<file path="src/rtl/mem_arbiter_pkg.sv">
// Shared definitions for the two-master RAM arbiter.
//   - arb_state_t : arbiter FSM states (arbitrate / wait for read data)
//   - MID_CPU     : master id of the cpu port (m0)
//   - MID_AUX     : master id of the loader/DMA port (m1)
//   - CNT_W       : width of the read-latency down-counter (RD_LAT up to 4)
package mem_arbiter_pkg;

   typedef enum logic {
      ST_ARB_IDLE   = 1'b0,
      ST_ARB_RDWAIT = 1'b1
   } arb_state_t;

   localparam logic MID_CPU = 1'b0;
   localparam logic MID_AUX = 1'b1;

   localparam int CNT_W = 2;

   // Counter load value so that the counter hits zero RD_LAT cycles after ram_ren.
   function automatic logic [CNT_W-1:0] rd_cnt_init(input int rd_lat);
      return CNT_W'(rd_lat - 1);
   endfunction

endpackage

</file>
<file path="src/rtl/mem_arbiter_rr_arb2.sv">
// Two-way round-robin grant logic, purely combinational.
// Ports:
//   req[1:0]    in  request per master (bit index = master id)
//   last_grant  in  id of the master granted most recently
//   grant[1:0]  out one-hot grant, 0 when nobody requests
module rr_arb2
   import mem_arbiter_pkg::*;
(
   input  logic       req_0,
   input  logic       req_1,
   input  logic       last_grant,
   output logic [1:0] grant
);

   always_comb begin
      grant = 2'b00;
      if (req_0 && req_1) begin
         // Tie: hand the slot to whoever did not have it last time.
         if (last_grant == MID_CPU) begin
            grant[MID_AUX] = 1'b1;
         end else begin
            grant[MID_CPU] = 1'b1;
         end
      end else if (req_0) begin
         grant[MID_CPU] = 1'b1;
      end else if (req_1) begin
         grant[MID_AUX] = 1'b1;
      end
   end

endmodule

</file>
<file path="src/rtl/mem_arbiter.sv">
// Shares one single-port RAM between the cpu (m0) and the loader/DMA port (m1).
// Round-robin arbitration; one read in flight at a time; read data is routed
// to the master that issued the read after a fixed RAM latency.
// Ports:
//   clk, rst                      clock, synchronous active-high reset
//   mX_ren/mX_wen                 read / write request, held until mX_ack
//   mX_addr/mX_wdata/mX_wr_mask   request payload
//   mX_ack                        request accepted this cycle (combinational)
//   mX_rdata/mX_rd_valid          read data (shared) and per-master valid pulse
//   ram_*                         RAM side strobes, address, data, byte enables
//   ram_rdata                     RAM read data, valid RD_LAT cycles after ram_ren
//   proto_err                     sticky: a granted master raised ren and wen together
module mem_arbiter
   import mem_arbiter_pkg::*;
#(
   parameter int AW      = 16,
   parameter int DW      = 32,
   parameter int RD_LAT  = 1,
   parameter int WP_ZERO = 1
) (
   input  logic            clk,
   input  logic            rst,
   input  logic            m0_ren,
   input  logic            m0_wen,
   input  logic [AW-1:0]   m0_addr,
   input  logic [DW-1:0]   m0_wdata,
   input  logic [DW/8-1:0] m0_wr_mask,
   output logic            m0_ack,
   output logic [DW-1:0]   m0_rdata,
   output logic            m0_rd_valid,
   input  logic            m1_ren,
   input  logic            m1_wen,
   input  logic [AW-1:0]   m1_addr,
   input  logic [DW-1:0]   m1_wdata,
   input  logic [DW/8-1:0] m1_wr_mask,
   output logic            m1_ack,
   output logic [DW-1:0]   m1_rdata,
   output logic            m1_rd_valid,
   output logic            ram_ren,
   output logic            ram_wen,
   output logic [AW-1:0]   ram_addr,
   output logic [DW-1:0]   ram_wdata,
   output logic [DW/8-1:0] ram_wr_mask,
   input  logic [DW-1:0]   ram_rdata,
   output logic            proto_err
);

   localparam logic [CNT_W-1:0] CNT_INIT = rd_cnt_init(RD_LAT);

   arb_state_t        state_reg;
   logic              last_grant_reg;
   logic              rd_owner_reg;
   logic              proto_err_reg;
   logic [CNT_W-1:0]  cnt_reg;

   logic              arb_open;
   logic [1:0]        grant;
   logic              gnt_any;
   logic              sel;
   logic              g_ren;
   logic              g_wen;
   logic [AW-1:0]     g_addr;
   logic [DW-1:0]     g_wdata;
   logic [DW/8-1:0]   g_mask;
   logic              wr_go;
   logic              rd_go;
   logic              wr_blocked;
   logic              rd_fire;
   logic [1:0]        rd_valid_vec;

   // Requests are only considered while arbitrating and out of reset, so
   // nothing is acked or strobed during rst or while a read is outstanding.
   assign arb_open = (state_reg == ST_ARB_IDLE) && !rst;

   rr_arb2 u_rr_arb2 (
      .req_0      (arb_open && (m0_ren || m0_wen)),
      .req_1      (arb_open && (m1_ren || m1_wen)),
      .last_grant (last_grant_reg),
      .grant      (grant)
   );

   assign gnt_any = |grant;
   assign sel     = grant[MID_AUX];

   assign g_ren   = sel ? m1_ren     : m0_ren;
   assign g_wen   = sel ? m1_wen     : m0_wen;
   assign g_addr  = sel ? m1_addr    : m0_addr;
   assign g_wdata = sel ? m1_wdata   : m0_wdata;
   assign g_mask  = sel ? m1_wr_mask : m0_wr_mask;

   // ren+wen together counts as a write; the read half is dropped.
   assign wr_go      = gnt_any && g_wen;
   assign rd_go      = gnt_any && g_ren && !g_wen;
   assign wr_blocked = (WP_ZERO != 0) && (g_addr == '0);

   assign ram_wen     = wr_go && !wr_blocked;
   assign ram_ren     = rd_go;
   assign ram_addr    = gnt_any ? g_addr  : '0;
   assign ram_wdata   = gnt_any ? g_wdata : '0;
   assign ram_wr_mask = gnt_any ? g_mask  : '0;

   assign m0_ack = grant[MID_CPU];
   assign m1_ack = grant[MID_AUX];

   // Both masters see the RAM data; only the owner's valid pulses.
   assign m0_rdata = ram_rdata;
   assign m1_rdata = ram_rdata;

   assign rd_fire = (state_reg == ST_ARB_RDWAIT) && (cnt_reg == '0) && !rst;

   for (genvar gi = 0; gi < 2; gi++) begin : g_rd_valid
      assign rd_valid_vec[gi] = rd_fire && (rd_owner_reg == 1'(gi));
   end

   assign m0_rd_valid = rd_valid_vec[MID_CPU];
   assign m1_rd_valid = rd_valid_vec[MID_AUX];

   assign proto_err = proto_err_reg;

   always_ff @(posedge clk) begin
      if (rst) begin
         state_reg      <= ST_ARB_IDLE;
         last_grant_reg <= MID_AUX;
         rd_owner_reg   <= MID_CPU;
         cnt_reg        <= '0;
         proto_err_reg  <= 1'b0;
      end else begin
         case (state_reg)
            ST_ARB_IDLE: begin
               if (gnt_any) begin
                  last_grant_reg <= sel;
                  if (g_ren && g_wen) begin
                     proto_err_reg <= 1'b1;
                  end
                  if (rd_go) begin
                     rd_owner_reg <= sel;
                     cnt_reg      <= CNT_INIT;
                     state_reg    <= ST_ARB_RDWAIT;
                  end
               end
            end
            ST_ARB_RDWAIT: begin
               // The valid pulse is issued in the cycle the counter is zero;
               // arbitration resumes the cycle after.
               if (cnt_reg == '0) begin
                  state_reg <= ST_ARB_IDLE;
               end else begin
                  cnt_reg <= cnt_reg - 1'b1;
               end
            end
         endcase
      end
   end

endmodule
</file>
<file path="config.mk">
export PLATFORM = sky130hd
export DESIGN_NAME = mem_arbiter
export DESIGN_NICKNAME = d
export VERILOG_FILES = /design/src/rtl/mem_arbiter_pkg.sv /design/src/rtl/mem_arbiter_rr_arb2.sv /design/src/rtl/mem_arbiter.sv
export SDC_FILE = /design/constraint.sdc
export NUM_CORES = 1
export LEC_CHECK = 0
export CAP_MARGIN = 20
export CORE_AREA = 2 2 102 104
export DETAILED_ROUTE_END_ITERATION = 6
export DIE_AREA = 0 0 104 106
export SETUP_SLACK_MARGIN = 0.05
export SLEW_MARGIN = 25
export SYNTH_ARGS = -nofsm -noshare
export SYNTH_HDL_FRONTEND = slang
export SYNTH_HIERARCHICAL = 1
export SYNTH_SLANG_ARGS = --single-unit
</file>
<file path="constraint.sdc">
create_clock -name clk -period 2.25 [get_ports clk]
set_input_delay 0.3375 -clock clk [delete_from_list [all_inputs] [get_ports clk]]
set_output_delay 0.3375 -clock clk [all_outputs]
set_load 0.005 [all_outputs]
</file>
==> results.cfg <==
[placement]
place_congestion = 0.7730
io_buffers = 168
place_hpwl_mm = 5.488
dpl_worst_slack_ps = -597.1
dp.cells = 542

[global_routing]
grt_max_degree = 21
met3_usage = 0.03127
antenna_found_initial = 0
grt_pass1_wl_mm = 13.39
overflow = 0
grt_pass1_vias = 2507
grt_util_all_layers = 0.1551
grt_use_met1 = 0.1846
gr-usage-met2 = 0.2815
top_usage_layer = met2

[cts]
cts_tree = built
htreeDepth = 1
path_clk_slew_ps = 40
cts.sinks = 6
clk_latency_ps = 230
clockRootBuffer = clkbuf_8
cts_buffers = 3
clock_path_buffers = 2

[power]
p_sw_frac = 0.3508
total_power_uw = 1163
ir_drop_uv = 133.4
seq_power_share = 0.100
p_clk_frac = 0.150
p_leak_uw = 0.001538
p_per_area_nw_per_um2 = 324.0
power.switching_uw = 407.9
p_int_uw = 754.9
combPwrFrac = 0.750

[yosys]
synth_compound_area_frac = 0.2271
synth_area_per_cell_sq_um = 5.622
ys_seq_area_frac = 0.07218
synth_fa_ha_area_frac = 0.007519
syn_area_sq_um = 1664
syn_nets = 439
synthXorXnorAreaFrac = 0
syn-instance-count = 296
synthMuxAreaShare = 0
synthSimpleGateAreaFrac = 0.3451
ys_ff_latch = 6
ys_warn_count = 6
ys_types = 35
synth_top_family_by_area = buffers and inverters

[final_layout]
drive_gt1_frac = 0.3073
seq_area_sq_um = 123.9
syn_to_final_growth_pct = 115.6
stdcell_count = 572
fin_nets = 581
largest_reg_flops = 2
multi_input_area_sq_um = 1051
nFillCells = 1083
num_antenna_cells = 0

[floorplan]
chipHeight_microns = 106
die_area_sq_um = 11020
core_area_sq_um = 10000
rows = 37
initial_core_util = 0.1664
ios = 265
die_x_microns = 104

[setup_path]
cpPeakStageDelay_ps = 350
crit_fanout = 3
crit_type = reg -> out
reg2reg_slack_ps = 290
cp-end-kind = output pin
slowest_stage = dfxtp_4
critical_path_buf_inv_count = 5
path_cells = nor3_2 > buf_4 > a21boi_4 > buf_6 > inv_1 > nor3b_4 > buf_4 > a32o_1 > buf_2
cp_common_cell = buf_4
required_ps = 1910
cp-start-kind = flop
critPathArrivalTime_ps = 1830
cp_top_family = buffers and inverters

[sta]
worst_pin_slew_ps = 429.6
setup-violations-final = 0
fin_crit_ps = 2163
fin_ws_ps = 86.56
clock.fmax_ghz = 0.4622
fin_crit_sh = 0.9615
grt_setup_unrepaired = true
report.final.slew_viol_count = 0
skew_ps = 5.822
hold_viol = 0
slew-limit-headroom = 0.7109

[detailed_routing]
post_drt_wl_per_cell_microns = 15.82
antenna_left = 0
wl_mm = 9.048
via_per_inst = 4.311
vias = 2466
drc = 0
first_iter_violations = 104
firstDrtPassIters = 4

[flow_run]
drv_cap = 0

[hold_path]
worstHoldPathType = in -> reg

[outcome]
status = finished, final reports clean
## layout by cell type (no fill, tap or decap), types with 3 or more instances in the layout
cell / n
a21oi_1: 3
buf_12: 13
buf_16: 9
buf_2: 52
buf_4: 22
buf_6: 5
buf_8: 4
clkbuf_2: 5
clkbuf_8: 3
clkdlybuf4s50_1: 107
dfxtp_1: 5
inv_1: 5
nand2_1: 103
nand3b_1: 3
nor4_1: 8
o21ai_0: 14
o21ai_1: 33
o21ai_2: 8
## cell usage after synthesis (all sizes together)
master | number | area (sq um)
nor4 | 8 | 50.05
a211o | 1 | 8.760
nand3b | 3 | 22.52
dfxtp | 6 | 120.1
ha | 1 | 12.51
or3 | 1 | 6.260
nor3 | 2 | 10.01
a21boi | 2 | 15.02
buf | 73 | 519.3
nand3 | 1 | 5.000
a31oi | 1 | 6.260
and4b | 1 | 10.01
nand2b | 1 | 6.260
nor2 | 3 | 11.26
or3b | 1 | 11.26
nor4b | 1 | 8.760
clkbuf | 11 | 41.29
nand4b | 1 | 8.760
nand4 | 2 | 12.51
nor3b | 1 | 7.510
o21ba | 1 | 10.01
o21bai | 1 | 7.510
o32ai | 1 | 8.760
inv | 5 | 18.77
a32o | 1 | 10.01
a211oi | 1 | 12.51
a21oi | 4 | 23.77
o21ai | 55 | 275.3
nor4bb | 1 | 10.01
nand2 | 105 | 394.1
## per-stage QoR
step	cell area (sq um)	hold slack (ps)	TNS (ps)	utilization
after global placement	3211	466.8	-27400	0.3211
final	3588	474.0	0	0.3589
after global routing	3588	499.4	-22.06	0.3589
after floorplan	1664	445.9	0	-
after detailed placement	3211	473.3	-27270	0.3211
after CTS	3741	482.7	0	0.3741
## kinds of logic after synthesis
| kind of cell | Yosys count |
|---|---|
| compound gates | 68 |
| fa+ha+maj | 1 |
| buf+inv | 89 |
| flops | 6 |
| simple gates | 132 |
## power by group through the flow
stage / sequential [uW] / combinational, uW / clock [uW]
2_1_floorplan: 115 / 291 / 0
3_3_place_gp: 117 / 699 / 0
3_5_place_dp: 118 / 701 / 0
4_1_cts: 117 / 917 / 172
5_1_grt: 116 / 940 / 179
6_report: 116 / 873 / 174
## final cells by class
cell class / count / share of cell area
Clock buffer: 3 / 0.01151
Inverter: 5 / 0.005230
Multi-Input combinational cell: 201 / 0.2929
Sequential cell: 6 / 0.03452
Tap cell: 136 / 0.04742
Timing Repair Buffer: 221 / 0.6084
## tightest hold or removal path, stage by stage
cell and delay (ps):
clkbuf_2 130, buf_4 120, a21oi_1 30, nand2_1 50
## layer usage
| layer | vias up | part of all wire |
|---|---|---|
| met4 | 0 | 0.019 |
| met2 | 104 | 0.51 |
| li1 | 1207 | - |
| met5 | - | 0 |
| met3 | 24 | 0.058 |
| met1 | 1131 | 0.41 |
## path summary, 6_finish.rpt
check                 start        endpoint  cells past startpoint
setup / recovery  state_reg         ram_wen                      9
hold / removal          rst  last_grant_reg                      4
setup reg to reg  state_reg       state_reg                      9
hold reg to reg   proto_err       proto_err                      1
## timing repair
item                                    in CTS  in global routing
hold buffers                                 0                  0
gates resized for setup                    267                 49
setup buffers                               17                  1
cloned                                      13                  0
endpoints found under the setup margin      56                 52
pin swaps                                    8                 12
Power figures use the tool's default switching activity.
